--- src/rtl/nabp_processing_scan_controller.sv ---
// -----------------------------------------------------------------------------
// nabp_processing_scan_controller
//
// Sequences the processing swappables for one projection angle at a time.
// An angle is accepted from the host over a valid/ready handshake. Every line
// iteration of the partition is then walked in turn:
//   1. wait for the filtered RAM swappable to report line_ready,
//   2. pulse pe_kick for one cycle,
//   3. drive pe_en and the scan iterator for exactly pImageSize enabled cycles.
// The scan mode and direction are derived from the angle when it is accepted.
//
// Ports:
//   clk, reset_n            clock, asynchronous active-low reset
//   hs_angle_valid/_ready   host angle handshake
//   hs_angle                angle in whole degrees
//   line_ready              filtered RAM holds data for the current line
//   pe_stall                downstream back-pressure, holds the scan
//   tt_angle                latched angle
//   tt_line_itr             current line iteration
//   tt_scan_itr             current scan position
//   tt_scan_mode            0 = x scan, 1 = y scan
//   tt_scan_dir             1 = ascending, 0 = descending
//   pe_kick                 one-cycle start pulse per line
//   pe_en                   scan step valid
//   busy, done              angle in progress / one-cycle completion pulse
//   perf_stall_cnt          stall-cycle counter
//
// Optional feature macro: NABP_SCAN_PERF_COUNT_EN
//   Defined   - perf_stall_cnt counts WAIT_LINE cycles with line_ready low
//               plus SCAN cycles with pe_stall high. Cleared on accept,
//               saturating, held after done.
//   Undefined - perf_stall_cnt is tied to zero.
// -----------------------------------------------------------------------------
module nabp_processing_scan_controller #(
    parameter int pImageSize           = 128,
    parameter int pImageSizeLength     = 7,
    parameter int pPartitionSize       = 16,
    parameter int pPartitionSizeLength = 4,
    parameter int pAngleLength         = 8,
    parameter int pAngle45             = 45,
    parameter int pAngle90             = 90,
    parameter int pAngle135            = 135
) (
    input  logic                            clk,
    input  logic                            reset_n,
    input  logic                            hs_angle_valid,
    input  logic [pAngleLength-1:0]         hs_angle,
    output logic                            hs_angle_ready,
    input  logic                            line_ready,
    input  logic                            pe_stall,
    output logic [pAngleLength-1:0]         tt_angle,
    output logic [pPartitionSizeLength-1:0] tt_line_itr,
    output logic [pImageSizeLength-1:0]     tt_scan_itr,
    output logic                            tt_scan_mode,
    output logic                            tt_scan_dir,
    output logic                            pe_kick,
    output logic                            pe_en,
    output logic                            busy,
    output logic                            done,
    output logic [31:0]                     perf_stall_cnt
);

    localparam logic [2:0] S_IDLE      = 3'd0;
    localparam logic [2:0] S_WAIT_LINE = 3'd1;
    localparam logic [2:0] S_KICK      = 3'd2;
    localparam logic [2:0] S_SCAN      = 3'd3;
    localparam logic [2:0] S_NEXT_LINE = 3'd4;
    localparam logic [2:0] S_DONE      = 3'd5;

    // Remaining-step counter needs one extra bit to hold pImageSize itself.
    localparam int CW = pImageSizeLength + 1;

    localparam logic [pAngleLength-1:0]         ANGLE_45   = pAngleLength'(pAngle45);
    localparam logic [pAngleLength-1:0]         ANGLE_90   = pAngleLength'(pAngle90);
    localparam logic [pAngleLength-1:0]         ANGLE_135  = pAngleLength'(pAngle135);
    localparam logic [pPartitionSizeLength-1:0] LINE_FIRST = pPartitionSizeLength'(0);
    localparam logic [pPartitionSizeLength-1:0] LINE_LAST  = pPartitionSizeLength'(pPartitionSize - 1);
    localparam logic [pPartitionSizeLength-1:0] LINE_ONE   = pPartitionSizeLength'(1);
    localparam logic [pImageSizeLength-1:0]     SCAN_LOW   = pImageSizeLength'(0);
    localparam logic [pImageSizeLength-1:0]     SCAN_HIGH  = pImageSizeLength'(pImageSize - 1);
    localparam logic [pImageSizeLength-1:0]     SCAN_ONE   = pImageSizeLength'(1);
    localparam logic [CW-1:0]                   REM_FULL   = CW'(pImageSize);
    localparam logic [CW-1:0]                   REM_ONE    = CW'(1);

    logic [2:0]                      state_q, state_d;
    logic [pAngleLength-1:0]         angle_q, angle_d;
    logic [pPartitionSizeLength-1:0] line_q, line_d;
    logic [pImageSizeLength-1:0]     scan_q, scan_d;
    logic [CW-1:0]                   rem_q, rem_d;
    logic                            mode_q, mode_d;
    logic                            dir_q, dir_d;
    logic                            ready_q, busy_q, kick_q, done_q;
    logic                            accept_s;

    assign accept_s = (state_q == S_IDLE) && hs_angle_valid && ready_q;

    // Next-state and datapath decode for the scan sequencer.
    always_comb begin
        state_d = state_q;
        angle_d = angle_q;
        line_d  = line_q;
        scan_d  = scan_q;
        rem_d   = rem_q;
        mode_d  = mode_q;
        dir_d   = dir_q;
        case (state_q)
            S_IDLE: begin
                if (accept_s) begin
                    angle_d = hs_angle;
                    mode_d  = (hs_angle >= ANGLE_45) && (hs_angle < ANGLE_135);
                    dir_d   = (hs_angle < ANGLE_90);
                    line_d  = LINE_FIRST;
                    state_d = S_WAIT_LINE;
                end else begin
                    state_d = S_IDLE;
                end
            end
            S_WAIT_LINE: begin
                if (line_ready) begin
                    state_d = S_KICK;
                end else begin
                    state_d = S_WAIT_LINE;
                end
            end
            S_KICK: begin
                scan_d  = dir_q ? SCAN_LOW : SCAN_HIGH;
                rem_d   = REM_FULL;
                state_d = S_SCAN;
            end
            S_SCAN: begin
                if (!pe_stall) begin
                    rem_d = rem_q - REM_ONE;
                    // The final step leaves the iterator on its last value so
                    // it never leaves the 0..pImageSize-1 range.
                    if (rem_q == REM_ONE) begin
                        state_d = S_NEXT_LINE;
                    end else begin
                        scan_d = dir_q ? (scan_q + SCAN_ONE) : (scan_q - SCAN_ONE);
                    end
                end else begin
                    state_d = S_SCAN;
                end
            end
            S_NEXT_LINE: begin
                if (line_q == LINE_LAST) begin
                    state_d = S_DONE;
                end else begin
                    line_d  = line_q + LINE_ONE;
                    state_d = S_WAIT_LINE;
                end
            end
            S_DONE: begin
                state_d = S_IDLE;
            end
            default: begin
                state_d = S_IDLE;
            end
        endcase
    end

    // Sequencer state and registered status outputs decoded from the next state.
    always_ff @(posedge clk or negedge reset_n) begin
        if (!reset_n) begin
            state_q <= S_IDLE;
            angle_q <= {pAngleLength{1'b0}};
            line_q  <= {pPartitionSizeLength{1'b0}};
            scan_q  <= {pImageSizeLength{1'b0}};
            rem_q   <= {CW{1'b0}};
            mode_q  <= 1'b0;
            dir_q   <= 1'b0;
            ready_q <= 1'b0;
            busy_q  <= 1'b0;
            kick_q  <= 1'b0;
            done_q  <= 1'b0;
        end else begin
            state_q <= state_d;
            angle_q <= angle_d;
            line_q  <= line_d;
            scan_q  <= scan_d;
            rem_q   <= rem_d;
            mode_q  <= mode_d;
            dir_q   <= dir_d;
            ready_q <= (state_d == S_IDLE);
            busy_q  <= (state_d == S_WAIT_LINE) || (state_d == S_KICK) ||
                       (state_d == S_SCAN) || (state_d == S_NEXT_LINE);
            kick_q  <= (state_d == S_KICK);
            done_q  <= (state_d == S_DONE);
        end
    end

    // pe_en must react to pe_stall in the same cycle, so it is not registered.
    assign pe_en          = (state_q == S_SCAN) && !pe_stall;
    assign hs_angle_ready = ready_q;
    assign busy           = busy_q;
    assign done           = done_q;
    assign pe_kick        = kick_q;
    assign tt_angle       = angle_q;
    assign tt_line_itr    = line_q;
    assign tt_scan_itr    = scan_q;
    assign tt_scan_mode   = mode_q;
    assign tt_scan_dir    = dir_q;

`ifdef NABP_SCAN_PERF_COUNT_EN
    logic [31:0] perf_q, perf_d;
    logic        stall_cycle_s;

    assign stall_cycle_s = ((state_q == S_WAIT_LINE) && !line_ready) ||
                           ((state_q == S_SCAN) && pe_stall);

    // Stall counter: cleared on accept, saturating, otherwise held.
    always_comb begin
        perf_d = perf_q;
        if (accept_s) begin
            perf_d = 32'd0;
        end else if (stall_cycle_s && (perf_q != 32'hFFFF_FFFF)) begin
            perf_d = perf_q + 32'd1;
        end else begin
            perf_d = perf_q;
        end
    end

    // Stall counter register.
    always_ff @(posedge clk or negedge reset_n) begin
        if (!reset_n) begin
            perf_q <= 32'd0;
        end else begin
            perf_q <= perf_d;
        end
    end

    assign perf_stall_cnt = perf_q;
`else
    assign perf_stall_cnt = 32'd0;
`endif

endmodule

--- config.mk ---
export PLATFORM = sky130hd
export DESIGN_NAME = nabp_processing_scan_controller
export DESIGN_NICKNAME = d
export VERILOG_FILES = /design/src/rtl/nabp_processing_scan_controller.sv
export SDC_FILE = /design/constraint.sdc
export NUM_CORES = 1
export LEC_CHECK = 0
export ABC_AREA = 1
export BUFFER_PORTS_ARGS = -buffer_cell sky130_fd_sc_hd__buf_2
export CORE_ASPECT_RATIO = 0.5
export CORE_MARGIN = 10
export CORE_UTILIZATION = 50
export DETAILED_ROUTE_END_ITERATION = 8
export HOLD_SLACK_MARGIN = 0.06
export MAX_ROUTING_LAYER = met4
export PLACE_DENSITY = 0.78
export REMOVE_ABC_BUFFERS = 1
export SYNTH_ARGS = -nofsm -noshare
export SYNTH_HDL_FRONTEND = slang
export SYNTH_SLANG_ARGS = --single-unit
--- constraint.sdc ---
create_clock -name clk -period 3.3 [get_ports clk]
set_input_delay 0.825 -clock clk [delete_from_list [all_inputs] [get_ports clk]]
set_output_delay 0.825 -clock clk [all_outputs]
set_load 0.01 [all_outputs]
### Yosys cells after proc, flatten, opt, wreduce, memory -nomap -nowiden

Index checks and enable logic that the tools add are counted.
Widths: inputs -> output; s select.

* bits of input ports: 13
* output and inout port bits: 58
* word-level logic and storage cells: 65
* flip-flop bits (word level): 36

* multiplexer cells: 16
* add/subtract/negate cells: 4
* equality and inequality tests: 15
* $lt $le $gt $ge: 3
* reduce and logical (&&, ||, !) cells: 16

Operators by type and width (count)
* $mux 7: 4
* $pmux 8 s2: 1
* $pmux 3 s5: 1
* $pmux 7 s2: 1
* $eq 3x2->1 const B: 4
* $eq 3x3->1 const B: 3
* $mux 3: 3
* $eq 8x1->1 const B: 1
* $ge 8x6->1 const B: 1
* $lt 8x7->1 const B: 1
* $lt 8x8->1 const B: 1
* $mux 4: 2
* $mux 8: 1
* $ne 2x2->1 const B: 4
* $pmux 4 s2: 1
* $sub 8x1->8 const B: 1
* $add 7x1->7 const B: 1
* $sub 7x1->7 const B: 1
* $eq 3x1->1 const B: 2
* $logic_not 3->1: 2
* $reduce_and 3->1: 2
* $add 4x1->4 const B: 1
* $eq 4x4->1 const B: 1
* $logic_and 1x1->1: 4
* other kinds (6): 10

### Longest topological paths before layout

* word-level depth: 9
* depth in mapped cells: 12
* gate-level depth less buffers: 12

### Worst setup path after synthesis

No wires, ideal clock.

* path type: input-to-output
* start point: input pe_stall
* end point: output pe_en
* slack: 1.500 ns
* buffers on the path: 0
* data required time: 2.475 ns
* stages on the path: 1
* arrival time: 0.975 ns
* cells stage by stage: nor2_4

* word-level cells in the longest chain between the ends: 2

RTL lines
* from (decl): line 50 `input logic pe_stall,`
* $logic_not 1->1: line 192 `assign pe_en = (state_q == S_SCAN) && !pe_stall;`
* $logic_and 1x1->1: line 192
* to (decl): line 57 `output logic pe_en,`

Every way passes these cells.

### Final worst setup path

* start point: register state_q[2]
* end point: output pe_en

* word-level cells in the longest chain between the ends: 2

RTL lines
* from (decl): line 85 `logic [2:0] state_q, state_d;`
* from (signal assigned): line 176 `state_q <= state_d;`
* $eq 3x2->1: line 192
* $logic_and 1x1->1: line 192

Every way passes these cells.

==> flow_summary.yaml <==
run_status:
  outcome: "completed"
power_and_ir_drop:
  p_per_area_mw_per_mm2: 983
  leakage_nw: 1.42
  design_power_total_w: 0.00248
  irDropWorstVdd_uv: 330
hold_path:
  holdCritStartpoint: "tt_angle[1]$_DFFE_PN0N_"
  hold_path_depth: 2
  min_to: "tt_angle[1]$_DFFE_PN0N_"
  hold_class: "reg2reg"
timing:
  skew_ns: 0.00403
  period_needed_ns: 2.08
  fmax_mhz: 482
  relSlewSlack: 0.461
  rsz0062_at_grt: "no"
  tightestPinTransition_ns: 0.808
  setup_viol: 0
  whs_ns: 0.489
  hold_viol_final: 0
  fin_crit_sh: 0.629
  drv_slew: 0
  setup_tns_ns: 0
placed_design:
  hpwl_mm: 3.74
  gp_congestion: 0.908
  port_buffers: 38
  dp.cells: 383
routing:
  first_pass_iters: 4
  viasPerCell: 4.75
  detail_route.wl_per_cell_um: 12.4
  drtAntennaViolNets: 0
  wl_mm: 4.86
  num_vias: 1858
  drc: 0
  first_iter_violations: 116
cts:
  post_cts_buffers: 0
  cts_root_buf: "clkbuf_8"
  ctsResizeCount: 0
  clock_latency_ns: 0.29
  cts_sinks: 36
  clkTransAtPathRegs_ns: 0.07
  clockBufferDepth: 2
  numCtsBuffers: 5
  htreeDepth: 2
  cts_tree: "built"
  ctsHoldBuffers: 0
synth:
  synth.most_common_cell: "nand2_1"
  synth-seq-cells: 36
  ys_types: 37
  ys_top_cells_by_area: "dfrtp_1, buf_4, nand2_1, inv_1, nor2_1"
  yosys.area.top_type: "dfrtp_1"
  yosys.area.top_type_share: 0.395
  synth.cell_area_mm2: 0.00228
  syn_avg_cell_area_um2: 7.86
  synth_seq_area_share: 0.395
  yosys_warnings: 0
  async_flop_share: 1.00
  synth_edf_count: 0
  synth_ff_type: "dfrtp_1"
  synth_top_cells_by_count: "nand2_1, inv_1, dfrtp_1, nor2_1, buf_4"
  netlist_instances: 290
floorplan:
  die_x_um: 115
  rows: 17
  io_pins: 71
  core_area_mm2: 0.00440
  die_h_um: 67.7
  start_util: 0.518
  dieArea_mm2: 0.00782
layout:
  area_growth_pct: 10.5
  nets: 355
  diodes: 0
  fin_cells: 391
  drive_gt1_frac: 0.192
  multiInputGateArea_mm2: 0.00108
  n_fill_cell: 412
  regArea_um2: 901
setup_path:
  reg2reg_to: "tt_scan_itr[5]$_DFFE_PN0P_"
  crit_family: "flip-flops"
  r2r.worst_path.cells: 10
  slowest_delay_ns: 0.40
  critPathKind: "reg2out"
  required_ns: 2.47
  cp-start-kind: "flip-flop"
  r2r_slack_ns: 1.53
  path_cells: "inv_2, nand3_4, nor2_4, buf_2"
  cp_slowest_cell: "dfrtp_1"
  cp-end-kind: "primary output"
  crit_buf_inv: 2
  crit_arrival_ns: 1.25
  path_max_fanout: 5
  rr_startpoint: "tt_scan_dir$_DFFE_PN0N_"
grt:
  grt_pass1_wl_mm: 8.20
  track_usage: 0.131
  grt.overflow.total: 0
  grt_pass1_vias: 1820
  grt_max_degree: 37
  antenna_found_initial: 0
job:
  maxCapViolations: 0
[where the power goes]
part / total, W / switching, W / leakage, nW / internal (W)
clock: 0.000386 / 0.000162 / 0.0552 / 0.000224
sequential: 0.000776 / 0.000153 / 0.443 / 0.000623
combinational: 0.00131 / 0.000817 / 0.918 / 0.000497
total: 0.00248 / 0.00113 / 1.42 / 0.00134
[cell usage in the layout, fill, tap and decap left out, types with 2 or more instances in the layout]
| master | count |
|---|---|
| o31ai_1 | 2 |
| nand2_2 | 2 |
| buf_2 | 38 |
| nor3_1 | 2 |
| nand3_1 | 13 |
| inv_1 | 40 |
| nor2_4 | 4 |
| nand3_2 | 2 |
| ha_1 | 8 |
| a21oi_1 | 15 |
| inv_2 | 3 |
| conb_1 | 32 |
| nor2_1 | 35 |
| a211oi_1 | 2 |
| xor2_1 | 2 |
| o21ai_1 | 2 |
| nand3_4 | 2 |
| nand2_1 | 54 |
| o22ai_1 | 2 |
| o21ai_0 | 14 |
| nor2_2 | 2 |
| dfrtp_1 | 36 |
| clkbuf_8 | 5 |
[flip-flops by register name, indices dropped and copies added, names as in the netlist, 3 cells and up]
| register | flops |
|---|---|
| rem_q | 8 |
| tt_angle | 8 |
| tt_scan_itr | 7 |
| tt_line_itr | 4 |
| state_q | 3 |
[how the worst max path moves through the flow]
stage               slack (ns)  cells after the start                  from  endpoint
finish                    1.22                      4  state_q[2]$_DFF_PN0_     pe_en
global placement          1.25                      3              pe_stall     pe_en
floorplan                 1.50                      1              pe_stall     pe_en
global route              1.15                      4  state_q[2]$_DFF_PN0_     pe_en
detailed placement        1.23                      3              pe_stall     pe_en
CTS                       1.21                      4  state_q[2]$_DFF_PN0_     pe_en
[routing by layer]
metal | global-route usage | share of wire | routed length [um]
met1 | 0.156 | 0.46 | 2230
met2 | 0.220 | 0.45 | 2180
met3 | 0.0380 | 0.090 | 436
met4 | 0.0282 | 0.0021 | 10
met5 | - | 0 | 0
[worst min-delay path, cell delays in order (launching register included)]
cell and delay, ns:
dfrtp_1 0.35, nand2_1 0.05, o21ai_0 0.06
[through the flow]
stage,cell area [um^2],setup slack (ns),utilization
6_report,2520,1.22,0.572
5_1_grt,2520,1.15,0.572
4_1_cts,2520,1.21,0.572
3_5_place_dp,2410,1.23,0.548
3_3_place_gp,2410,1.25,0.548
2_1_floorplan,2150,1.50,-
[kinds of logic (layout without fill, tap and decap cells)]
kind of cell             count (synthesis)  count (layout)  synth area share
AND/OR/NAND/NOR                        122             122             0.253
other                                    1              32           0.00164
flip-flops                              36              36             0.395
buffers and inverters                   77              90             0.182
adder cells (fa/ha/maj)                  9               9            0.0527
XOR/XNOR                                 3               3            0.0115
AO/OA/AOI/OAI                           42              42             0.104
[area by class of cell]
class / instances / share of cell area
Inverter: 44 / 0.0675
Tap cell: 57 / 0.0283
Clock buffer: 6 / 0.0288
Clock inverter: 2 / 0.0139
Sequential cell: 36 / 0.357
Timing Repair Buffer: 38 / 0.0755
Multi-Input combinational cell: 208 / 0.429
No activity file was read; power rests on OpenSTA's default activity.
